File: config.mk
export PLATFORM = sky130hd
export DESIGN_NAME = apu_noise_regif_flat
export DESIGN_NICKNAME = d
export VERILOG_FILES = /design/src/rtl/apu_noise_regif_if.sv /design/src/rtl/apu_noise_regif.sv /design/src/flat_wrapper.sv
export SDC_FILE = /design/constraint.sdc
export NUM_CORES = 1
export LEC_CHECK = 0
export BUFFER_PORTS_ARGS = -buffer_cell sky130_fd_sc_hd__buf_2
export CORE_ASPECT_RATIO = 2
export CORE_MARGIN = 4
export CORE_UTILIZATION = 56
export CTS_CLUSTER_DIAMETER = 120
export CTS_CLUSTER_SIZE = 14
export DETAILED_ROUTE_END_ITERATION = 8
export GPL_ROUTABILITY_DRIVEN = 1
export PLACE_DENSITY = 0.83
export SLEW_MARGIN = 10
export SYNTH_ARGS = -nofsm -noshare
export SYNTH_HDL_FRONTEND = slang
export SYNTH_SLANG_ARGS = --single-unit
File: constraint.sdc
create_clock -name clk -period 4.5 [get_ports clk]
set_input_delay 0.675 -clock clk [delete_from_list [all_inputs] [get_ports clk]]
set_output_delay 0.675 -clock clk [all_outputs]
set_load 0.05 [all_outputs]
File: src/rtl/apu_noise_regif_if.sv
// rtl/apu_noise_regif_if.sv - CPU-side request/ack bus for the APU noise register writer
interface apu_noise_regif_if;
  logic        cpu_req;
  logic        cpu_we;
  logic [15:0] cpu_addr;
  logic [7:0]  cpu_wdata;
  logic [7:0]  cpu_rdata;
  logic        cpu_ack;

  modport master (
    output cpu_req, cpu_we, cpu_addr, cpu_wdata,
    input  cpu_rdata, cpu_ack
  );

  modport slave (
    input  cpu_req, cpu_we, cpu_addr, cpu_wdata,
    output cpu_rdata, cpu_ack
  );
endinterface

File: src/rtl/apu_noise_regif.sv
// rtl/apu_noise_regif.sv - noise channel register writer ($400C/E/F, $4015, $4017)
// Optional macro APU_NOISE_REGIF_READBACK_EN: reads of $400C/E/F return the latched registers.
module apu_noise_regif #(
  parameter logic [15:0] BASE_ADDR     = 16'h4000,
  parameter logic [7:0]  OPEN_BUS_INIT = 8'h40
) (
  input  logic                     clk,
  input  logic                     rst_n,
  apu_noise_regif_if.slave         bus,
  output logic [7:0]               r400c,
  output logic [7:0]               r400e,
  output logic [7:0]               r400f,
  output logic                     noise_en,
  output logic                     frame_mode,
  output logic                     irq_inhibit,
  output logic                     wr_400e_stb,
  output logic                     wr_400f_stb,
  output logic                     len_clear_stb,
  output logic                     frame_reset_stb,
  output logic                     frame_irq_clr_stb,
  input  logic                     noise_len_active,
  input  logic                     frame_irq
);

  localparam logic [1:0] ST_IDLE   = 2'd0;
  localparam logic [1:0] ST_ACCESS = 2'd1;
  localparam logic [1:0] ST_ACK    = 2'd2;

  logic [1:0]  state_q, state_d;
  logic        we_q, we_d;
  logic [15:0] addr_q, addr_d;
  logic [7:0]  wdata_q, wdata_d;
  logic [7:0]  rdata_q, rdata_d;
  logic [7:0]  open_bus_q, open_bus_d;
  logic [7:0]  r400c_q, r400c_d;
  logic [7:0]  r400e_q, r400e_d;
  logic [7:0]  r400f_q, r400f_d;
  logic        noise_en_q, noise_en_d;
  logic        frame_mode_q, frame_mode_d;
  logic        irq_inhibit_q, irq_inhibit_d;

  logic        in_win;
  logic [4:0]  offset;

  assign in_win = (addr_q[15:5] == BASE_ADDR[15:5]);
  assign offset = addr_q[4:0];

  always_comb begin
    state_d           = state_q;
    we_d              = we_q;
    addr_d            = addr_q;
    wdata_d           = wdata_q;
    rdata_d           = rdata_q;
    open_bus_d        = open_bus_q;
    r400c_d           = r400c_q;
    r400e_d           = r400e_q;
    r400f_d           = r400f_q;
    noise_en_d        = noise_en_q;
    frame_mode_d      = frame_mode_q;
    irq_inhibit_d     = irq_inhibit_q;
    wr_400e_stb       = 1'b0;
    wr_400f_stb       = 1'b0;
    len_clear_stb     = 1'b0;
    frame_reset_stb   = 1'b0;
    frame_irq_clr_stb = 1'b0;

    case (state_q)
      ST_IDLE: begin
        if (bus.cpu_req) begin
          state_d = ST_ACCESS;
          we_d    = bus.cpu_we;
          addr_d  = bus.cpu_addr;
          wdata_d = bus.cpu_wdata;
        end
      end
      // Strobes are decoded from the held access, so they live only in ACCESS
      // and vanish with the async reset if an access is aborted.
      ST_ACCESS: begin
        state_d = ST_ACK;
        if (we_q) begin
          open_bus_d = wdata_q;
          if (in_win) begin
            case (offset)
              5'h0C: r400c_d = wdata_q;
              5'h0E: begin
                r400e_d     = wdata_q;
                wr_400e_stb = 1'b1;
              end
              5'h0F: begin
                r400f_d     = wdata_q;
                wr_400f_stb = 1'b1;
              end
              5'h15: begin
                noise_en_d    = wdata_q[3];
                len_clear_stb = ~wdata_q[3];
              end
              5'h17: begin
                frame_mode_d      = wdata_q[7];
                irq_inhibit_d     = wdata_q[6];
                frame_reset_stb   = 1'b1;
                frame_irq_clr_stb = wdata_q[6];
              end
              default: ;
            endcase
          end
        end else begin
          rdata_d = open_bus_q;
          if (in_win) begin
            case (offset)
              5'h15: begin
                rdata_d = {1'b0, frame_irq, open_bus_q[5], 1'b0,
                           noise_len_active, 3'b000};
                frame_irq_clr_stb = 1'b1;
              end
`ifdef APU_NOISE_REGIF_READBACK_EN
              5'h0C: rdata_d = r400c_q;
              5'h0E: rdata_d = r400e_q;
              5'h0F: rdata_d = r400f_q;
`else
`endif
              default: ;
            endcase
          end
        end
      end
      ST_ACK:  state_d = ST_IDLE;
      default: state_d = ST_IDLE;
    endcase
  end

  always_ff @(posedge clk or negedge rst_n) begin
    if (!rst_n) begin
      state_q       <= ST_IDLE;
      we_q          <= 1'b0;
      addr_q        <= 16'h0000;
      wdata_q       <= 8'h00;
      rdata_q       <= 8'h00;
      open_bus_q    <= OPEN_BUS_INIT;
      r400c_q       <= 8'h00;
      r400e_q       <= 8'h00;
      r400f_q       <= 8'h00;
      noise_en_q    <= 1'b0;
      frame_mode_q  <= 1'b0;
      irq_inhibit_q <= 1'b0;
    end else begin
      state_q       <= state_d;
      we_q          <= we_d;
      addr_q        <= addr_d;
      wdata_q       <= wdata_d;
      rdata_q       <= rdata_d;
      open_bus_q    <= open_bus_d;
      r400c_q       <= r400c_d;
      r400e_q       <= r400e_d;
      r400f_q       <= r400f_d;
      noise_en_q    <= noise_en_d;
      frame_mode_q  <= frame_mode_d;
      irq_inhibit_q <= irq_inhibit_d;
    end
  end

  assign bus.cpu_ack   = (state_q == ST_ACK);
  assign bus.cpu_rdata = rdata_q;
  assign r400c         = r400c_q;
  assign r400e         = r400e_q;
  assign r400f         = r400f_q;
  assign noise_en      = noise_en_q;
  assign frame_mode    = frame_mode_q;
  assign irq_inhibit   = irq_inhibit_q;

endmodule

File: src/flat_wrapper.sv
// flat-port wrapper written by rule: the top's interface ports become plain ports
module apu_noise_regif_flat 
#(
  parameter logic [15:0] BASE_ADDR     = 16'h4000,
  parameter logic [7:0]  OPEN_BUS_INIT = 8'h40
)
  (clk, rst_n, r400c, r400e, r400f, noise_en, frame_mode, irq_inhibit, wr_400e_stb, wr_400f_stb, len_clear_stb, frame_reset_stb, frame_irq_clr_stb, noise_len_active, frame_irq, bus_cpu_req, bus_cpu_we, bus_cpu_addr, bus_cpu_wdata, bus_cpu_rdata, bus_cpu_ack);
  apu_noise_regif_if bus_i ();
  input  logic clk;
  input  logic rst_n;
  output logic [7:0] r400c;
  output logic [7:0] r400e;
  output logic [7:0] r400f;
  output logic noise_en;
  output logic frame_mode;
  output logic irq_inhibit;
  output logic wr_400e_stb;
  output logic wr_400f_stb;
  output logic len_clear_stb;
  output logic frame_reset_stb;
  output logic frame_irq_clr_stb;
  input  logic noise_len_active;
  input  logic frame_irq;
  input wire logic [$bits(bus_i.cpu_req)-1:0] bus_cpu_req;
  input wire logic [$bits(bus_i.cpu_we)-1:0] bus_cpu_we;
  input wire logic [$bits(bus_i.cpu_addr)-1:0] bus_cpu_addr;
  input wire logic [$bits(bus_i.cpu_wdata)-1:0] bus_cpu_wdata;
  output wire logic [$bits(bus_i.cpu_rdata)-1:0] bus_cpu_rdata;
  output wire logic [$bits(bus_i.cpu_ack)-1:0] bus_cpu_ack;
  assign bus_i.cpu_req = bus_cpu_req;
  assign bus_i.cpu_we = bus_cpu_we;
  assign bus_i.cpu_addr = bus_cpu_addr;
  assign bus_i.cpu_wdata = bus_cpu_wdata;
  assign bus_cpu_rdata = bus_i.cpu_rdata;
  assign bus_cpu_ack = bus_i.cpu_ack;
  apu_noise_regif #(.BASE_ADDR(BASE_ADDR), .OPEN_BUS_INIT(OPEN_BUS_INIT)) u_core (.clk(clk), .rst_n(rst_n), .bus(bus_i), .r400c(r400c), .r400e(r400e), .r400f(r400f), .noise_en(noise_en), .frame_mode(frame_mode), .irq_inhibit(irq_inhibit), .wr_400e_stb(wr_400e_stb), .wr_400f_stb(wr_400f_stb), .len_clear_stb(len_clear_stb), .frame_reset_stb(frame_reset_stb), .frame_irq_clr_stb(frame_irq_clr_stb), .noise_len_active(noise_len_active), .frame_irq(frame_irq));
endmodule
==> flow_summary.toml, run 1 <==
[run_status]
outcome = "finished, final reports clean"

[setup_path]
crit_fanout = 5
path_class = "reg -> out"
crit_start = "u_core.addr_q[10]"
crit_path_end_kind = "output pin"
arrival_ns = 2.03
crit_required_ns = 3.83
r2r_start = "u_core.state_q[1]"
r2r_setup_slack_ns = 2.36
critPathLaunchType = "register"

[synth]
synth-warning-count = 0
yosys.cell_count.top_type = "dfrtp_1"
syn_nets = 227
ys_seq_area_frac = 0.621
synthCells = 197
synth_top_cell_area_share = 0.611
synth_edf_count = 0
ys_async_sr_fraction = 1.00
synth.distinct_cells = 32
syn_avg_cell_area_um2 = 14.3
synth_top_area_cell = "dfrtp_1"
ys_top_cells_by_area = "dfrtp_1 61%, mux2_2 21%, nand2_1 4.1%"
syn_area_mm2 = 0.00282
ys.flop_type = "dfrtp_1"
synth_seq_cells = 70
ys_top_cells_by_count = "69 x dfrtp_1, 53 x mux2_2, 31 x nand2_1"

[timing]
finClkSkew_ns = 0.0112
grt_setup_unrepaired = "false"
whs_ns = 0.335
max_freq_ghz = 0.369
setup_viol = 0
setup_tns_ns = 0
worstMarginPinSlew_ns = 0.604
period_needed_ns = 2.71
finalHoldViolCount = 0
finalCritPeriodShare = 0.602
slew_headroom = 0.597
drv_slew = 0

[cts]
cts_setup_buffers = 0
root_buffer = "clkbuf_8"
htreeDepth = 3
clkSlewWorstSetupHoldPaths_ns = 0.07
cts_resized = 0
clockBufferDepth = 2
clock_latency_ns = 0.35
cts_tree = "done"
cts_buffers = 9
cts.sinks = 70
holdBufCountCts = 0

[place]
gp_congestion = 0.834
place_area_mm2 = 0.00325
place_hpwl_mm = 4.58
portBuffers = 70

[detailed_routing]
firstDrtPassIters = 4
drc = 0
via_count = 1873
viasPerCell = 5.54
ant_nets = 0
wl_mm = 6.16
first_iter_violations = 49
post_drt_wl_per_cell_um = 18.2

[layout]
regArea_mm2 = 0.00175
drive_gt1_frac = 0.541
nNetsFinal = 306
final_util = 0.721
final_area_mm2 = 0.00351
syn_to_final_growth_pct = 24.2
fillers = 346
multi_input_comb_area_mm2 = 0.00106
antenna_cells = 0

[die]
core_area_mm2 = 0.00486
floorplan.initialDensity = 0.581
die-area_mm2 = 0.00631
die_h_um = 108
die_w_um = 58.2
ioPinCount = 71
rows = 36

[global_routing]
grt_pass1_vias = 2063
grt_remaining_overflow = 0
antenna_found_initial = 0
grt_use_total = 0.221
grt_pass1_wl_mm = 10.1
grt_max_degree = 44

[run]
cap_violations = 0

[power]
p_per_area_mw_per_mm2 = 545
ir_worst_vdd_v = 0.000499
power_mw = 1.91
power_leakage_nw = 1.82

[min_path]
hold_class = "in -> async"
-- layout by cell type, fill, tap and decap left out, types with 2 or more instances in the layout --
master,instances
buf_2,70
dfrtp_1,69
mux2_2,53
nand2_1,31
clkbuf_8,9
a22o_1,5
nor3_1,4
bufinv_16,4
o21ai_0,3
nor2b_1,2
and4bb_2,2
nand4_1,2
nor2_1,2
nor3b_4,2
mux2i_1,2
buf_4,2
-- per-stage QoR --
stage,setup slack (ns),std cells
after global placement,2.24,322
after floorplan,1.74,197
after CTS,1.75,338
after global routing,1.63,338
final,1.79,338
after detailed placement,2.14,322
-- layout make-up --
| cell class | instances | share of cell area |
|---|---|---|
| clock buffer | 10 | 0.0364 |
| multi-input combinational | 123 | 0.301 |
| clock inverter | 6 | 0.0382 |
| timing repair buffer | 72 | 0.104 |
| tap | 57 | 0.0203 |
| sequential | 70 | 0.500 |
-- worst max-delay path: stages, from the launching register on --
cell	delay (ns)
dfrtp_1	0.42
nor4_4	0.43
nand4_1	0.31
nor3_1	0.23
buf_2	0.30
-- cell families (layout without fill, tap and decap cells) --
logic type | after synthesis | in the layout | share of synthesized area
buffers and inverters | 4 | 88 | 0.00753
AO/OA/AOI/OAI | 9 | 9 | 0.0226
AND/OR/NAND/NOR | 59 | 59 | 0.131
flip-flops | 70 | 70 | 0.621
multiplexers | 55 | 55 | 0.218
-- routing by layer --
layer,vias up,global-route usage,part of all wire,wire length (µm)
li1,861,-,-,-
met1,942,0.252,0.36,2190
met2,57,0.386,0.57,3520
met3,13,0.0514,0.048,297
met4,0,0.0962,0.025,153
met5,-,0,0,0
-- flip-flops by register name, summed over array words and instances, names as in the netlist --
name,cells
u_core.addr_q,16
u_core.bus.cpu_rdata,8
u_core.frame_mode,1
u_core.irq_inhibit,1
u_core.noise_en,1
u_core.open_bus_q,8
u_core.r400c,8
u_core.r400e,8
u_core.r400f,8
u_core.state_q,2
u_core.wdata_q,8
u_core.we_q,1
-- report_power, final --
part	switching, mW	total (mW)	internal (mW)	leakage, nW
Clock	0.234	0.658	0.424	0.130
Combinational	0.235	0.380	0.145	0.799
Sequential	0.113	0.872	0.759	0.894
Total	0.582	1.91	1.33	1.82
-- final timing paths --
check                                             to  cells past startpoint
worst max-delay path                   len_clear_stb                      4
max in group asynchronous            u_core.r400f[2]                      2
worst max register to register       u_core.r400c[6]                      4
min in group clk                u_core.open_bus_q[6]                      2
worst min-delay path                u_core.addr_q[8]                      1
worst min register to register  u_core.open_bus_q[6]                      2
Note: power is estimated with default switching activity, not from simulation.
==> inputs of run 2 (changes only) <==
ABC_AREA = 1   (was not set)
CORE_UTILIZATION = 53   (was 56)
PLACE_DENSITY = 0.79   (was 0.83)
clock period = 2.7 ns   (was 4.5 ns; I/O delays follow)
==> flow_summary.toml, run 2 <==
[setup_path]
crit_required_ns = 2.30
crit_fanout = 12
critPathLaunchType = "register"
path_class = "reg -> out"
r2r_setup_slack_ns = 0.82
crit_path_end_kind = "output pin"
arrival_ns = 1.82

[detailed_routing]
post_drt_wl_per_cell_um = 14.5
via_count = 2540
first_iter_violations = 131
ant_nets = 0
drc = 0
wl_mm = 7.10
firstDrtPassIters = 5
viasPerCell = 5.18

[timing]
slew_headroom = 0.563
setup_slack_ns = 0.477
finalCritPeriodShare = 0.823
period_needed_ns = 2.22
drv_slew = 0
max_freq_ghz = 0.450
setup_tns_ns = 0
finalHoldViolCount = 0
finClkSkew_ns = 0.00789
setup_viol = 0
worstMarginPinSlew_ns = 0.655
grt_setup_unrepaired = "false"

[power]
p_clk_frac = 0.283
p_per_area_mw_per_mm2 = 790
switching_power_mw = 1.01
switching_share = 0.351
power_mw = 2.86
ir_worst_vdd_v = 0.000746
p_comb_frac = 0.223
power_frac_seq = 0.494
intPower_mw = 1.86
power_leakage_nw = 2.15

[cts]
htreeDepth = 3
root_buffer = "clkbuf_8"
cts_resized = 0
clkSlewWorstSetupHoldPaths_ns = 0.07
clock_latency_ns = 0.35
clockBufferDepth = 2
cts_setup_buffers = 0
cts_tree = "done"
cts_buffers = 9
cts.sinks = 70
holdBufCountCts = 0

[die]
die_h_um = 115
die_w_um = 61.3
core_area_mm2 = 0.00547
rows = 38
floorplan.initialDensity = 0.551
die-area_mm2 = 0.00703
ioPinCount = 71

[global_routing]
grt_remaining_overflow = 0
grt_pass1_wl_mm = 11.9
grt_pass1_vias = 2541
grt_max_degree = 43
antenna_found_initial = 0
grt_use_total = 0.235

[synth]
syn_area_mm2 = 0.00302
synthMuxAreaShare = 0
syn_avg_cell_area_um2 = 8.62
ys_top_cells_by_count = "152 x nand2_1, 69 x dfrtp_1, 41 x o21ai_0"
synth_top_family_by_area = "simple AND/OR/NAND/NOR gates"
synth_xor_area_frac = 0
synth_top_area_cell = "dfrtp_1"
syn_nets = 380
ys_seq_area_frac = 0.581
synthCells = 350
synth_seq_cells = 70
synth_top_cell_area_share = 0.573
yosys.cell_count.top_type = "nand2_1"
synth_edf_count = 0
synthSimpleGateAreaFrac = 0.295
synthAdderAreaFrac = 0
synth_compound_area_frac = 0.0730
ys.flop_type = "dfrtp_1"
ys_async_sr_fraction = 1.00
ys_top_cells_by_area = "dfrtp_1 57%, nand2_1 19%, o21ai_0 6.8%"
synth.distinct_cells = 23
synth-warning-count = 0

[place]
dp.cells = 475
place_area_mm2 = 0.00344
pre_cts_slack_ns = 0.863
portBuffers = 70
gp_congestion = 0.850
place_hpwl_mm = 5.23

[layout]
final_cell_mix = "152 x nand2_1, 70 x buf_2, 69 x dfrtp_1, 41 x o21ai_0, 24 x inv_1"
largest_register_ffs = 16
final_area_mm2 = 0.00363
syn_to_final_growth_pct = 20.3
antenna_cells = 0
regMostFlops = "u_core.addr_q"
final_common_cell = "nand2_1"
final_cells = 490
drive_gt1_frac = 0.253
nNetsFinal = 456
fillers = 459

[run]
cap_violations = 0

[min_path]
hold_class = "in -> async"

[run_status]
outcome = "finished, final reports clean"
[run 2: cell types whose count changed after synthesis, sizes merged, moves of 5 or more]
cell | previous run | this run
nand2 | 31 | 155
mux2 | 53 | 0
o21ai | 3 | 41
inv | 0 | 28
nor2 | 3 | 22
nand3 | 2 | 16
a22o | 5 | 0
[run 2: path summary, 6_finish.rpt]
check                                   startpoint                       to  cells past startpoint
setup / recovery                 u_core.state_q[1]            len_clear_stb                      7
hold / removal                               rst_n          u_core.r400c[6]                      1
setup reg to reg                 u_core.state_q[0]         u_core.addr_q[3]                      5
hold reg to reg            u_core.bus.cpu_rdata[2]  u_core.bus.cpu_rdata[2]                      2
max in group asynchronous                    rst_n     u_core.open_bus_q[6]                      2
min in group clk                  bus_cpu_wdata[0]        u_core.wdata_q[0]                      3
[run 2: cell type report]
class / count / area, µm² / share of cell area
flip-flops and latches: 70 / 1750 / 0.483
well taps: 60 / 75.1 / 0.0207
clock inverters: 5 / 50.0 / 0.0138
clock buffers: 10 / 138 / 0.0379
repair buffers: 73 / 385 / 0.106
inverters: 29 / 109 / 0.0300
multi-input cells: 243 / 1120 / 0.308
[run 2: metrics by stage]
step,hold slack (ns),util
after floorplan,0.109,-
after global placement,0.461,0.629
after detailed placement,0.459,0.629
after CTS,0.0873,0.663
after global routing,0.124,0.663
final,0.0801,0.663
[run 2: power by group through the flow]
stage / Clock [mW] / Sequential [mW] / Combinational [mW]
after floorplan: 0 / 1.56 / 0.285
after global placement: 0 / 1.42 / 0.634
after detailed placement: 0 / 1.43 / 0.647
after CTS: 0.830 / 1.41 / 0.651
after global routing: 0.870 / 1.44 / 0.721
final: 0.810 / 1.42 / 0.640
[run 2: layer usage]
metal	share of wire	GRT usage
met2	0.54	0.385
met5	0	0
met1	0.35	0.261
met3	0.068	0.0576
met4	0.044	0.147
[run 2: logic make-up after synthesis]
group | Yosys count
AO/OA/AOI/OAI | 43
buffers and inverters | 37
flip-flops | 70
AND/OR/NAND/NOR | 200
[run 2: critical path, cell delays in order (launching register included)]
cell and delay, ns:
dfrtp_1 0.38, inv_1 0.08, nand2_2 0.10, nor2_1 0.10, buf_4 0.17, inv_2 0.09
nor4_2 0.24, buf_2 0.30
==> inputs of run 3 (changes only) <==
clock period = 2.2 ns   (was 2.7 ns; I/O delays follow)
==> flow_summary.toml, run 3 (synthesized netlist as in run 2, its figures left out) <==
[die]
floorplan.initialDensity = 0.551
ioPinCount = 71
rows = 38
die-area_mm2 = 0.00703
core_area_mm2 = 0.00547
die_w_um = 61.3
die_h_um = 115

[global_routing]
grt_max_degree = 45
antenna_found_initial = 0
grt_use_total = 0.239
grt_remaining_overflow = 0
grt_pass1_vias = 2673
grt_pass1_wl_mm = 12.3

[timing]
setup_viol = 0
finalHoldViolCount = 0
setup_slack_ns = 0.0582
max_freq_ghz = 0.467
whs_ns = 0.180
worstMarginPinSlew_ns = 0.371
period_needed_ns = 2.14
finalCritPeriodShare = 0.974
finClkSkew_ns = 0.00514
drv_slew = 0
slew_headroom = 0.753

[place]
pre_cts_slack_ns = 0.442
place_area_mm2 = 0.00346
portBuffers = 70
gp_congestion = 0.882
dp.cells = 478
place_hpwl_mm = 5.13

[setup_path]
path_class = "reg -> out"
crit_path_end_kind = "output pin"
path_delay_family = "simple AND/OR/NAND/NOR gates"
path_cells = "inv_1 > nand3_2 > nor2_2 > inv_1 > o21ai_0 > nand2_1 > nor2_1 > buf_6"
ff2ff_path_depth = 7
arrival_ns = 1.81
crit_required_ns = 1.87
r2r_start = "u_core.addr_q[10]"
critical_path_buf_inv_count = 3
crit_fanout = 3
critPathLaunchType = "register"
rr_endpoint = "u_core.r400c[4]"
crit_start = "u_core.addr_q[3]"
crit_path_max_incr_delay_ns = 0.40
critPathSlowestCell = "dfrtp_1"
cp_common_cell = "inv_1"
r2r_setup_slack_ns = 0.73

[layout]
final_cells = 495
nNetsFinal = 460
syn_to_final_growth_pct = 24.0
final_common_cell = "nand2_1"
regMostFlops = "u_core.addr_q"
largest_register_ffs = 16
antenna_cells = 0
final_cell_mix = "152 x nand2_1, 68 x dfrtp_1, 67 x buf_2, 41 x o21ai_0, 24 x inv_1"
final_area_mm2 = 0.00374
drive_gt1_frac = 0.269

[power]
p_per_area_mw_per_mm2 = 994
ir_worst_vdd_v = 0.000749
power_leakage_nw = 2.18

[detailed_routing]
via_count = 2590
first_iter_violations = 110
viasPerCell = 5.23
wl_mm = 7.01
top_layer = "met4"
ant_nets = 0
met1Wirelength_mm = 2.53
drc = 0
wl_met2_mm = 3.77
post_drt_wl_per_cell_um = 14.2
firstDrtPassIters = 4
wl_met3_um = 407

[min_path]
min_path_cells = 3
min_to = "u_core.addr_q[5]"
hold_class = "in -> reg"
hold_start = "bus_cpu_addr[5]"

[run]
cap_violations = 0

[cts]
root_buffer = "clkbuf_8"
clkSlewWorstSetupHoldPaths_ns = 0.07
clock_latency_ns = 0.34
clockBufferDepth = 2
htreeDepth = 3
cts.sinks = 70
cts_tree = "done"
cts_buffers = 9

[run_status]
outcome = "finished, final reports clean"
==> run 3: changes by cell type in the layout (fill, tap and decap cells not counted), moves of 2 or more <==
cell,change
clkinv_2,-3
nor2_1,-2
buf_2,-3
buf_4,+4
clkbuf_8,+2
==> run 3: where the power goes <==
| group | switching (mW) | internal (mW) |
|---|---|---|
| registers | 0.194 | 1.54 |
| logic | 0.590 | 0.217 |
| clock network | 0.452 | 0.730 |
| total | 1.24 | 2.48 |
==> run 3: what timing repair did <==
action | in CTS | in global routing
setup buffers | 0 | 0
gates resized for setup | 0 | 12
hold buffers | 1 | 0
setup endpoints to repair | 0 | 3
endpoints found under the hold margin | 43 | 0
==> run 3: worst register-to-register path: cells and delay by family (launching register included) <==
kind,cells,cell delay (ns)
AND/OR/NAND/NOR,5,0.50
flip-flops,1,0.38
buffers and inverters,1,0.25
AO/OA/AOI/OAI,1,0.23
==> run 3: cell type report <==
cell class,instances,area [µm²]
Clock buffer,13,169
Inverter,29,109
Fill cell,462,1730
Tap cell,60,75.1
Timing Repair Buffer,77,429
Multi-Input combinational cell,243,1140
Sequential cell,70,1750
Clock inverter,3,65.1
==> run 3: metal layers <==
layer  track usage  vias up
li1              -     1268
met1         0.274     1204
met3        0.0587       26
met4         0.132        0
met2         0.393       92
met5             0        -
==> run 3: stage by stage <==
step | TNS, ns | power [mW] | util
2_1_floorplan | -0.000742 | 2.27 | -
3_3_place_gp | 0 | 2.51 | 0.633
3_5_place_dp | 0 | 2.54 | 0.633
4_1_cts | 0 | 3.74 | 0.678
5_1_grt | -0.0427 | 3.94 | 0.684
6_report | 0 | 3.72 | 0.684
==> run 3: worst max path at each step <==
| stage | cells after the start | slack (ns) | end |
|---|---|---|---|
| 2_1_floorplan | 5 | -0.0007 | frame_reset_stb |
| 3_3_place_gp | 6 | 0.48 | len_clear_stb |
| 3_5_place_dp | 6 | 0.44 | len_clear_stb |
| 4_1_cts | 6 | 0.04 | len_clear_stb |
| 5_1_grt | 8 | -0.04 | frame_irq_clr_stb |
| 6_report | 8 | 0.06 | frame_irq_clr_stb |
